<file path="src/rtl/lsu_axi_if.sv">
// rtl/lsu_axi_if.sv - AXI-lite data-side bus bundle between the LSU and memory
interface lsu_axi_if #(
  parameter int DATA_W = 32,
  parameter int ADDR_W = 32
);
  logic [ADDR_W-1:0]   araddr;
  logic                arvalid;
  logic                arready;
  logic [DATA_W-1:0]   rdata;
  logic [1:0]          rresp;
  logic                rvalid;
  logic                rready;
  logic [ADDR_W-1:0]   awaddr;
  logic                awvalid;
  logic                awready;
  logic [DATA_W-1:0]   wdata;
  logic [DATA_W/8-1:0] wstrb;
  logic                wvalid;
  logic                wready;
  logic [1:0]          bresp;
  logic                bvalid;
  logic                bready;

  modport master (
    output araddr, arvalid, input arready,
    input  rdata, rresp, rvalid, output rready,
    output awaddr, awvalid, input awready,
    output wdata, wstrb, wvalid, input wready,
    input  bresp, bvalid, output bready
  );

  modport slave (
    input  araddr, arvalid, output arready,
    output rdata, rresp, rvalid, input rready,
    input  awaddr, awvalid, output awready,
    input  wdata, wstrb, wvalid, output wready,
    output bresp, bvalid, input bready
  );
endinterface

</file>
<file path="src/rtl/lsu_axi.sv">
// rtl/lsu_axi.sv - load/store unit driving an AXI-lite master port (optional LSU_MISALIGN_CHK_EN)
module lsu_axi #(
  parameter int DATA_W = 32,
  parameter int ADDR_W = 32
) (
  input  logic              clk,
  input  logic              rst_n,
  input  logic              prev_valid,
  output logic              this_ready,
  output logic              this_valid,
  input  logic              next_ready,
  input  logic              req,
  input  logic              wen,
  input  logic [2:0]        funct3,
  input  logic [ADDR_W-1:0] addr,
  input  logic [DATA_W-1:0] st_data,
  output logic [DATA_W-1:0] ld_data,
  output logic              resp_err,
  output logic              misalign,
  lsu_axi_if.master         axi
);

  localparam int STRB_W = DATA_W / 8;
  localparam int LANE_W = $clog2(STRB_W);

  typedef enum logic [2:0] {IDLE, RD_ADDR, RD_DATA, WR, WR_RESP, DONE} state_e;

  state_e              state_q, state_d;
  logic [ADDR_W-1:0]   addr_q, addr_d;
  logic [2:0]          funct3_q, funct3_d;
  logic [DATA_W-1:0]   st_data_q, st_data_d;
  logic                arvalid_q, arvalid_d;
  logic                awvalid_q, awvalid_d;
  logic                wvalid_q, wvalid_d;
  logic                aw_done_q, aw_done_d;
  logic                w_done_q, w_done_d;
  logic [DATA_W-1:0]   ld_data_q, ld_data_d;
  logic                resp_err_q, resp_err_d;
  logic                misalign_q, misalign_d;

  logic [LANE_W-1:0]   lane;
  logic [LANE_W+2:0]   shamt;
  logic [DATA_W-1:0]   rd_shift;
  logic [DATA_W-1:0]   size_mask;
  logic [DATA_W-1:0]   sign_top;
  logic                rd_sext;
  logic [DATA_W-1:0]   ld_ext;
  logic [STRB_W-1:0]   strb_base;
  logic                mis_in;

  assign lane  = addr_q[LANE_W-1:0];
  assign shamt = {lane, 3'b000};

  // Byte-lane alignment of read data and store data, plus size-dependent masks
  always_comb begin
    size_mask = '1;
    strb_base = '1;
    case (funct3_q[1:0])
      2'd0: begin size_mask = DATA_W'(8'hFF);         strb_base = STRB_W'(1);  end
      2'd1: begin size_mask = DATA_W'(16'hFFFF);      strb_base = STRB_W'(3);  end
      2'd2: begin size_mask = DATA_W'(32'hFFFF_FFFF); strb_base = STRB_W'(15); end
      default: begin size_mask = '1;                  strb_base = '1;          end
    endcase
    rd_shift = axi.rdata >> shamt;
    // top bit of the access: the sign bit of the loaded value
    sign_top = size_mask & ~(size_mask >> 1);
    rd_sext  = !funct3_q[2] && (|(rd_shift & sign_top));
    ld_ext   = (rd_shift & size_mask) | (rd_sext ? ~size_mask : '0);
  end

`ifdef LSU_MISALIGN_CHK_EN
  // Alignment check on the incoming op: low address bits must be zero for the access size
  always_comb begin
    mis_in = 1'b0;
    case (funct3[1:0])
      2'd0:    mis_in = 1'b0;
      2'd1:    mis_in = addr[0];
      2'd2:    mis_in = |addr[1:0];
      default: mis_in = |addr[2:0];
    endcase
  end
`else
  assign mis_in = 1'b0;
`endif

  // Next-state and next-output computation for the transaction FSM
  always_comb begin
    state_d    = state_q;
    addr_d     = addr_q;
    funct3_d   = funct3_q;
    st_data_d  = st_data_q;
    arvalid_d  = arvalid_q;
    awvalid_d  = awvalid_q;
    wvalid_d   = wvalid_q;
    aw_done_d  = aw_done_q;
    w_done_d   = w_done_q;
    ld_data_d  = ld_data_q;
    resp_err_d = resp_err_q;
    misalign_d = misalign_q;
    case (state_q)
      IDLE: begin
        if (prev_valid) begin
          addr_d     = addr;
          funct3_d   = funct3;
          st_data_d  = st_data;
          ld_data_d  = '0;
          resp_err_d = 1'b0;
          misalign_d = 1'b0;
          aw_done_d  = 1'b0;
          w_done_d   = 1'b0;
          if ((wen || req) && mis_in) begin
            misalign_d = 1'b1;
            state_d    = DONE;
          end else if (wen) begin
            awvalid_d = 1'b1;
            wvalid_d  = 1'b1;
            state_d   = WR;
          end else if (req) begin
            arvalid_d = 1'b1;
            state_d   = RD_ADDR;
          end else begin
            state_d = DONE;
          end
        end
      end
      RD_ADDR: begin
        if (axi.arready) begin
          arvalid_d = 1'b0;
          state_d   = RD_DATA;
        end
      end
      RD_DATA: begin
        if (axi.rvalid) begin
          ld_data_d  = ld_ext;
          resp_err_d = (axi.rresp != 2'b00);
          state_d    = DONE;
        end
      end
      WR: begin
        // AW and W retire independently; move on once both have been accepted
        if (awvalid_q && axi.awready) begin
          awvalid_d = 1'b0;
          aw_done_d = 1'b1;
        end
        if (wvalid_q && axi.wready) begin
          wvalid_d = 1'b0;
          w_done_d = 1'b1;
        end
        if (aw_done_d && w_done_d) state_d = WR_RESP;
      end
      WR_RESP: begin
        if (axi.bvalid) begin
          resp_err_d = (axi.bresp != 2'b00);
          state_d    = DONE;
        end
      end
      DONE: begin
        if (next_ready) state_d = IDLE;
      end
      default: state_d = IDLE;
    endcase
  end

  // State and registered outputs; reset abandons any outstanding transaction
  always_ff @(posedge clk or negedge rst_n) begin
    if (!rst_n) begin
      state_q    <= IDLE;
      addr_q     <= '0;
      funct3_q   <= '0;
      st_data_q  <= '0;
      arvalid_q  <= 1'b0;
      awvalid_q  <= 1'b0;
      wvalid_q   <= 1'b0;
      aw_done_q  <= 1'b0;
      w_done_q   <= 1'b0;
      ld_data_q  <= '0;
      resp_err_q <= 1'b0;
      misalign_q <= 1'b0;
    end else begin
      state_q    <= state_d;
      addr_q     <= addr_d;
      funct3_q   <= funct3_d;
      st_data_q  <= st_data_d;
      arvalid_q  <= arvalid_d;
      awvalid_q  <= awvalid_d;
      wvalid_q   <= wvalid_d;
      aw_done_q  <= aw_done_d;
      w_done_q   <= w_done_d;
      ld_data_q  <= ld_data_d;
      resp_err_q <= resp_err_d;
      misalign_q <= misalign_d;
    end
  end

  assign this_ready  = (state_q == IDLE);
  assign this_valid  = (state_q == DONE);
  assign ld_data     = ld_data_q;
  assign resp_err    = resp_err_q;
  assign misalign    = misalign_q;

  assign axi.araddr  = addr_q;
  assign axi.arvalid = arvalid_q;
  assign axi.rready  = (state_q == RD_DATA);
  assign axi.awaddr  = addr_q;
  assign axi.awvalid = awvalid_q;
  assign axi.wdata   = st_data_q << shamt;
  assign axi.wstrb   = strb_base << lane;
  assign axi.wvalid  = wvalid_q;
  assign axi.bready  = (state_q == WR_RESP);

endmodule

</file>
<file path="src/flat_wrapper.sv">
// flat-port wrapper written by rule: the top's interface ports become plain ports
module lsu_axi_flat 
#(
  parameter int DATA_W = 32,
  parameter int ADDR_W = 32
)
  (clk, rst_n, prev_valid, this_ready, this_valid, next_ready, req, wen, funct3, addr, st_data, ld_data, resp_err, misalign, axi_araddr, axi_arvalid, axi_arready, axi_rdata, axi_rresp, axi_rvalid, axi_rready, axi_awaddr, axi_awvalid, axi_awready, axi_wdata, axi_wstrb, axi_wvalid, axi_wready, axi_bresp, axi_bvalid, axi_bready);
  lsu_axi_if #(.DATA_W(DATA_W), .ADDR_W(ADDR_W)) axi_i ();
  input  logic clk;
  input  logic rst_n;
  input  logic prev_valid;
  output logic this_ready;
  output logic this_valid;
  input  logic next_ready;
  input  logic req;
  input  logic wen;
  input  logic [2:0] funct3;
  input  logic [ADDR_W-1:0] addr;
  input  logic [DATA_W-1:0] st_data;
  output logic [DATA_W-1:0] ld_data;
  output logic resp_err;
  output logic misalign;
  output wire logic [$bits(axi_i.araddr)-1:0] axi_araddr;
  output wire logic [$bits(axi_i.arvalid)-1:0] axi_arvalid;
  input wire logic [$bits(axi_i.arready)-1:0] axi_arready;
  input wire logic [$bits(axi_i.rdata)-1:0] axi_rdata;
  input wire logic [$bits(axi_i.rresp)-1:0] axi_rresp;
  input wire logic [$bits(axi_i.rvalid)-1:0] axi_rvalid;
  output wire logic [$bits(axi_i.rready)-1:0] axi_rready;
  output wire logic [$bits(axi_i.awaddr)-1:0] axi_awaddr;
  output wire logic [$bits(axi_i.awvalid)-1:0] axi_awvalid;
  input wire logic [$bits(axi_i.awready)-1:0] axi_awready;
  output wire logic [$bits(axi_i.wdata)-1:0] axi_wdata;
  output wire logic [$bits(axi_i.wstrb)-1:0] axi_wstrb;
  output wire logic [$bits(axi_i.wvalid)-1:0] axi_wvalid;
  input wire logic [$bits(axi_i.wready)-1:0] axi_wready;
  input wire logic [$bits(axi_i.bresp)-1:0] axi_bresp;
  input wire logic [$bits(axi_i.bvalid)-1:0] axi_bvalid;
  output wire logic [$bits(axi_i.bready)-1:0] axi_bready;
  assign axi_araddr = axi_i.araddr;
  assign axi_arvalid = axi_i.arvalid;
  assign axi_i.arready = axi_arready;
  assign axi_i.rdata = axi_rdata;
  assign axi_i.rresp = axi_rresp;
  assign axi_i.rvalid = axi_rvalid;
  assign axi_rready = axi_i.rready;
  assign axi_awaddr = axi_i.awaddr;
  assign axi_awvalid = axi_i.awvalid;
  assign axi_i.awready = axi_awready;
  assign axi_wdata = axi_i.wdata;
  assign axi_wstrb = axi_i.wstrb;
  assign axi_wvalid = axi_i.wvalid;
  assign axi_i.wready = axi_wready;
  assign axi_i.bresp = axi_bresp;
  assign axi_i.bvalid = axi_bvalid;
  assign axi_bready = axi_i.bready;
  lsu_axi #(.DATA_W(DATA_W), .ADDR_W(ADDR_W)) u_core (.clk(clk), .rst_n(rst_n), .prev_valid(prev_valid), .this_ready(this_ready), .this_valid(this_valid), .next_ready(next_ready), .req(req), .wen(wen), .funct3(funct3), .addr(addr), .st_data(st_data), .ld_data(ld_data), .resp_err(resp_err), .misalign(misalign), .axi(axi_i));
endmodule
</file>
<file path="config.mk">
export PLATFORM = sky130hd
export DESIGN_NAME = lsu_axi_flat
export DESIGN_NICKNAME = d
export VERILOG_FILES = /design/src/rtl/lsu_axi_if.sv /design/src/rtl/lsu_axi.sv /design/src/flat_wrapper.sv
export SDC_FILE = /design/constraint.sdc
export NUM_CORES = 1
export LEC_CHECK = 0
export ABC_CLOCK_PERIOD_IN_PS = 1550
export CAP_MARGIN = 5
export CORE_ASPECT_RATIO = 1.75
export CORE_MARGIN = 2
export CORE_UTILIZATION = 39
export CTS_BUF_LIST = sky130_fd_sc_hd__clkbuf_4 sky130_fd_sc_hd__clkbuf_8
export CTS_CLUSTER_DIAMETER = 50
export DETAILED_ROUTE_END_ITERATION = 10
export HOLD_SLACK_MARGIN = 0.12
export PLACE_DENSITY_LB_ADDON = 0.15
export SYNTH_ARGS = -nofsm -noshare
export SYNTH_HDL_FRONTEND = slang
export SYNTH_SLANG_ARGS = --single-unit
</file>
<file path="constraint.sdc">
create_clock -name clk -period 1.55 [get_ports clk]
set_input_delay 0.2325 -clock clk [delete_from_list [all_inputs] [get_ports clk]]
set_output_delay 0.2325 -clock clk [all_outputs]
set_load 0.05 [all_outputs]
</file>
==> results summary <==
In this design, the largest share of critical-path delay is due to flip-flops. The final reports fail on negative setup slack. The number of buffers and inverters on the critical path came out at 3. The detailed router finished its first iteration with 211 violations. The proportion of layout cells with a drive suffix above 1 came out at 0.554.

The routability-driven placement congestion ratio is 0.861. The initial antenna violation count was 0. From bottom edge to top edge, the die measures 162 um. The hold violation count in the final report is 0. The post-synthesis compound-gate area fraction came out at 0.133. The multi-input combinational cells in the finished layout cover a total of 0.00333 mm^2. After synthesis, the largest family of logic cells by area is multiplexers. The post-synthesis net count came out at 602.

The via density per instance is 5.22. The portion of synthesized area spent on multiplexers is 0.208. The buffer levels on the longest clock path is 2.

The post-synthesis share of cell area spent on and, or, nand and nor gates came out at 0.0915. For this run, the post-layout net count is 903. The final HPWL from detailed placement came out at 13300 um. Setup repair after global routing could not meet its margin everywhere.

The count of cell types in the netlist came out at 48. The number of buffers created by CTS came out at 9. The synthesized design spends more area on one cell type than any other, namely dfrtp_1. The die span in x is 94.4 um. The later pin in the worst-skew pair is clocked with a latency of 380 ps.

The pin count of the biggest net entering global routing came out at 108. The delay contributed by the slowest stage of the critical path came out at 500 ps. The post-route fraction of the period consumed by the critical path came out at 1.29.

The sum of overflow across all layers after global routing is 0. The async set or reset register ratio after synthesis is 1.00. The final worst clock skew is 14.3 ps. By count the netlist is led by dfrtp_1 (108), mux2_1 (72), buf_4 (41), mux2i_1 (31), nand2_1 (29). The synthesis-to-layout area growth came out at 84.9%. For this configuration, the core starts out at a cell density of 0.401.

The number of warning messages in the yosys log came out at 0. The worst setup path is captured at an output port. The run finished, with violations left. The final critical path time including I/O delays and setup is 2000 ps. Of the synthesized area, sequential elements account for 0.485.

The row count is 57. The H-tree depth came out at 3. STA classifies the critical path startpoint as a flip-flop. The number of max-cap violations came out at 0. The data arrival time at the worst-slack endpoint is 1770 ps. The highest clock rate came out at 0.499 GHz. Summing every instance area after synthesis gives 0.00558 mm^2.

The number of filler cells placed in the layout is 957. The remaining max-slew budget at the tightest pin is 0.603. The number of pins with negative max-slew slack in the final report came out at 0. The critical path data required time came out at 1320 ps. The overall routing resource usage came out at 0.246.

The critical path goes through buf_12 -> buf_4 -> mux2i_2 -> a21oi_4 -> buf_6. After synthesis the netlist holds a flip-flop and latch count of 108. The count of buffers inserted at the top-level ports is 253. For this block, the via count after detailed routing is 5070. The number of setup violations in the final report came out at 144. The min-delay analysis places its worst path in the category primary input to asynchronous set/reset pin. In this run the worst path has a maximum fanout of 9. The mean instance size in the synthesized netlist came out at 11.4 um^2. The setup slack of the critical path after layout is -453 ps. The commonest register cell after synthesis is dfrtp_1.

Sorting the synthesized cells by area gives the leading types as dfrtp_1 (48%), mux2_1 (15%), mux2i_1 (5.6%). The routed design has 19200 um of wire. Yosys mapped a number of flops with a built-in enable equal to 0. The first detailed-routing pass ran for 4 iterations. The post-synthesis instance total came out at 488. CTS saw 108 sinks. The clock slew at the register clock pins of the worst setup and hold paths is 120 ps. The cell sitting at the root of the clock tree is a clkbuf_8.

The most repeated cell in the gate-level netlist after synthesis is dfrtp_1. The via count of the first global-routing pass came out at 5483. The area enclosed by the die boundary is 0.0153 mm^2. The critical path is of the flip-flop to output port type. The flip-flop and latch area is 0.00271 mm^2. 0 antenna diodes ended up in the layout. The residual antenna-violating net count after detailed routing came out at 0. The post-detailed-route wirelength per cell is 19.7 um.

The transition at the pin with the smallest max-transition slack came out at 596 ps. The first-pass GRT wire length is 29300 um. The count of unresolved DRC violations after routing is 0. The portion of synthesized cell area occupied by the leading cell type is 0.485. During I/O placement, the number of pins put on the boundary was 255. TritonCTS built the clock tree. The adder-cell share of the synthesized area came out at 0. The core region is 0.0139 mm^2. The setup TNS is -31010 ps.

The synthesized-area fraction occupied by xor and xnor cells is 0. The slowest stage of the critical path belongs to the cell dfrtp_4.
==> per-layer routing <==
metal,share of wire,vias up,wire [um],GRT usage
met2,0.55,209,10500,0.444
met5,0,-,0,0
met4,0.026,0,490,0.0817
met1,0.37,2517,7150,0.294
li1,-,2314,-,-
met3,0.054,30,1030,0.0376
==> through the flow <==
stage,cells,setup slack [ps],area (um^2),hold slack [ps],util
after global routing,971,-525,10300,164,0.741
after detailed placement,919,-620,9140,25.8,0.657
after global placement,919,-542,9140,23.4,0.657
after CTS,963,-475,10100,138,0.729
after floorplan,488,-367,6290,-63.1,-
final,971,-453,10300,157,0.741
==> cell usage in the layout, fill, tap and decap left out, types with 6 or more instances in the layout <==
cell             count
and2_1               6
mux2i_1             18
buf_6               29
nor2_4              13
nor2_1               9
a221o_1             16
a22o_1               9
mux2i_2              9
buf_8                9
nand2_1             27
buf_12              49
clkbuf_8             9
dfrtp_1            106
mux2_4              74
a21oi_4             10
a211oi_2             7
o21ai_0              6
clkdlybuf4s50_1    112
o21ai_4              9
buf_4              149
o21ai_1              8
and2_4               9
==> logic make-up (layout without fill, tap and decap cells) <==
family | count (synthesis) | after routing
muxes | 106 | 106
buffers and inverters | 74 | 379
AOI/OAI and AO/OA | 100 | 100
and+or+nand+nor | 99 | 100
DFF | 108 | 108
other | 1 | 1
==> final timing paths <==
kind                                                  start                                to  slack (ps)  cells past startpoint
max                        u_core.axi.araddr[0]$_DFFE_PN0P_                     axi_wdata[24]        -450                      5
min                                                   rst_n   u_core.st_data_q[4]$_DFFE_PN0P_         160                      2
max reg2reg                u_core.axi.araddr[0]$_DFFE_PN0P_    u_core.ld_data[29]$_DFFE_PN0P_        -320                      6
min reg2reg                  u_core.ld_data[13]$_DFFE_PN0P_    u_core.ld_data[13]$_DFFE_PN0P_         500                      2
max in group asynchronous                             rst_n  u_core.axi.araddr[0]$_DFFE_PN0P_         570                      3
min in group clk                                  funct3[2]    u_core.funct3_q[2]$_DFFE_PN0P_         410                      3
==> sequential cells by signal (all words and copies together), names as in the netlist, 3 cells and up <==
| name | cells |
|---|---|
| u_core.st_data_q | 32 |
| u_core.ld_data | 32 |
| u_core.funct3_q | 3 |
| u_core.axi.araddr | 32 |
| u_core.state_q | 3 |
==> worst reg2reg max path, cell delays in order (launching register included) <==
cell and delay (ps):
dfrtp_4 500, buf_4 170, mux2_4 320, o31ai_4 240, a2111oi_4 90, buf_12 170, a221o_1 270
==> layout make-up <==
type                    count  area share
repair buffers            355       0.372
multi-input cells         307       0.323
flip-flops and latches    108       0.263
well taps                 177      0.0215
clock buffers               9      0.0120
clock inverters             7     0.00570
inverters                   8     0.00291
==> repair_timing <==
action	in CTS	in global routing
pin swaps	24	11
endpoints found under the setup margin	145	148
endpoints found under the hold margin	108	0
gates cloned	9	1
buffers inserted	26	12
resized for setup	109	35
hold buffers	1	0
Power is left out: the tool's default activity adds up to more than one toggle a clock period on the data nets, which glitch-free logic cannot reach.
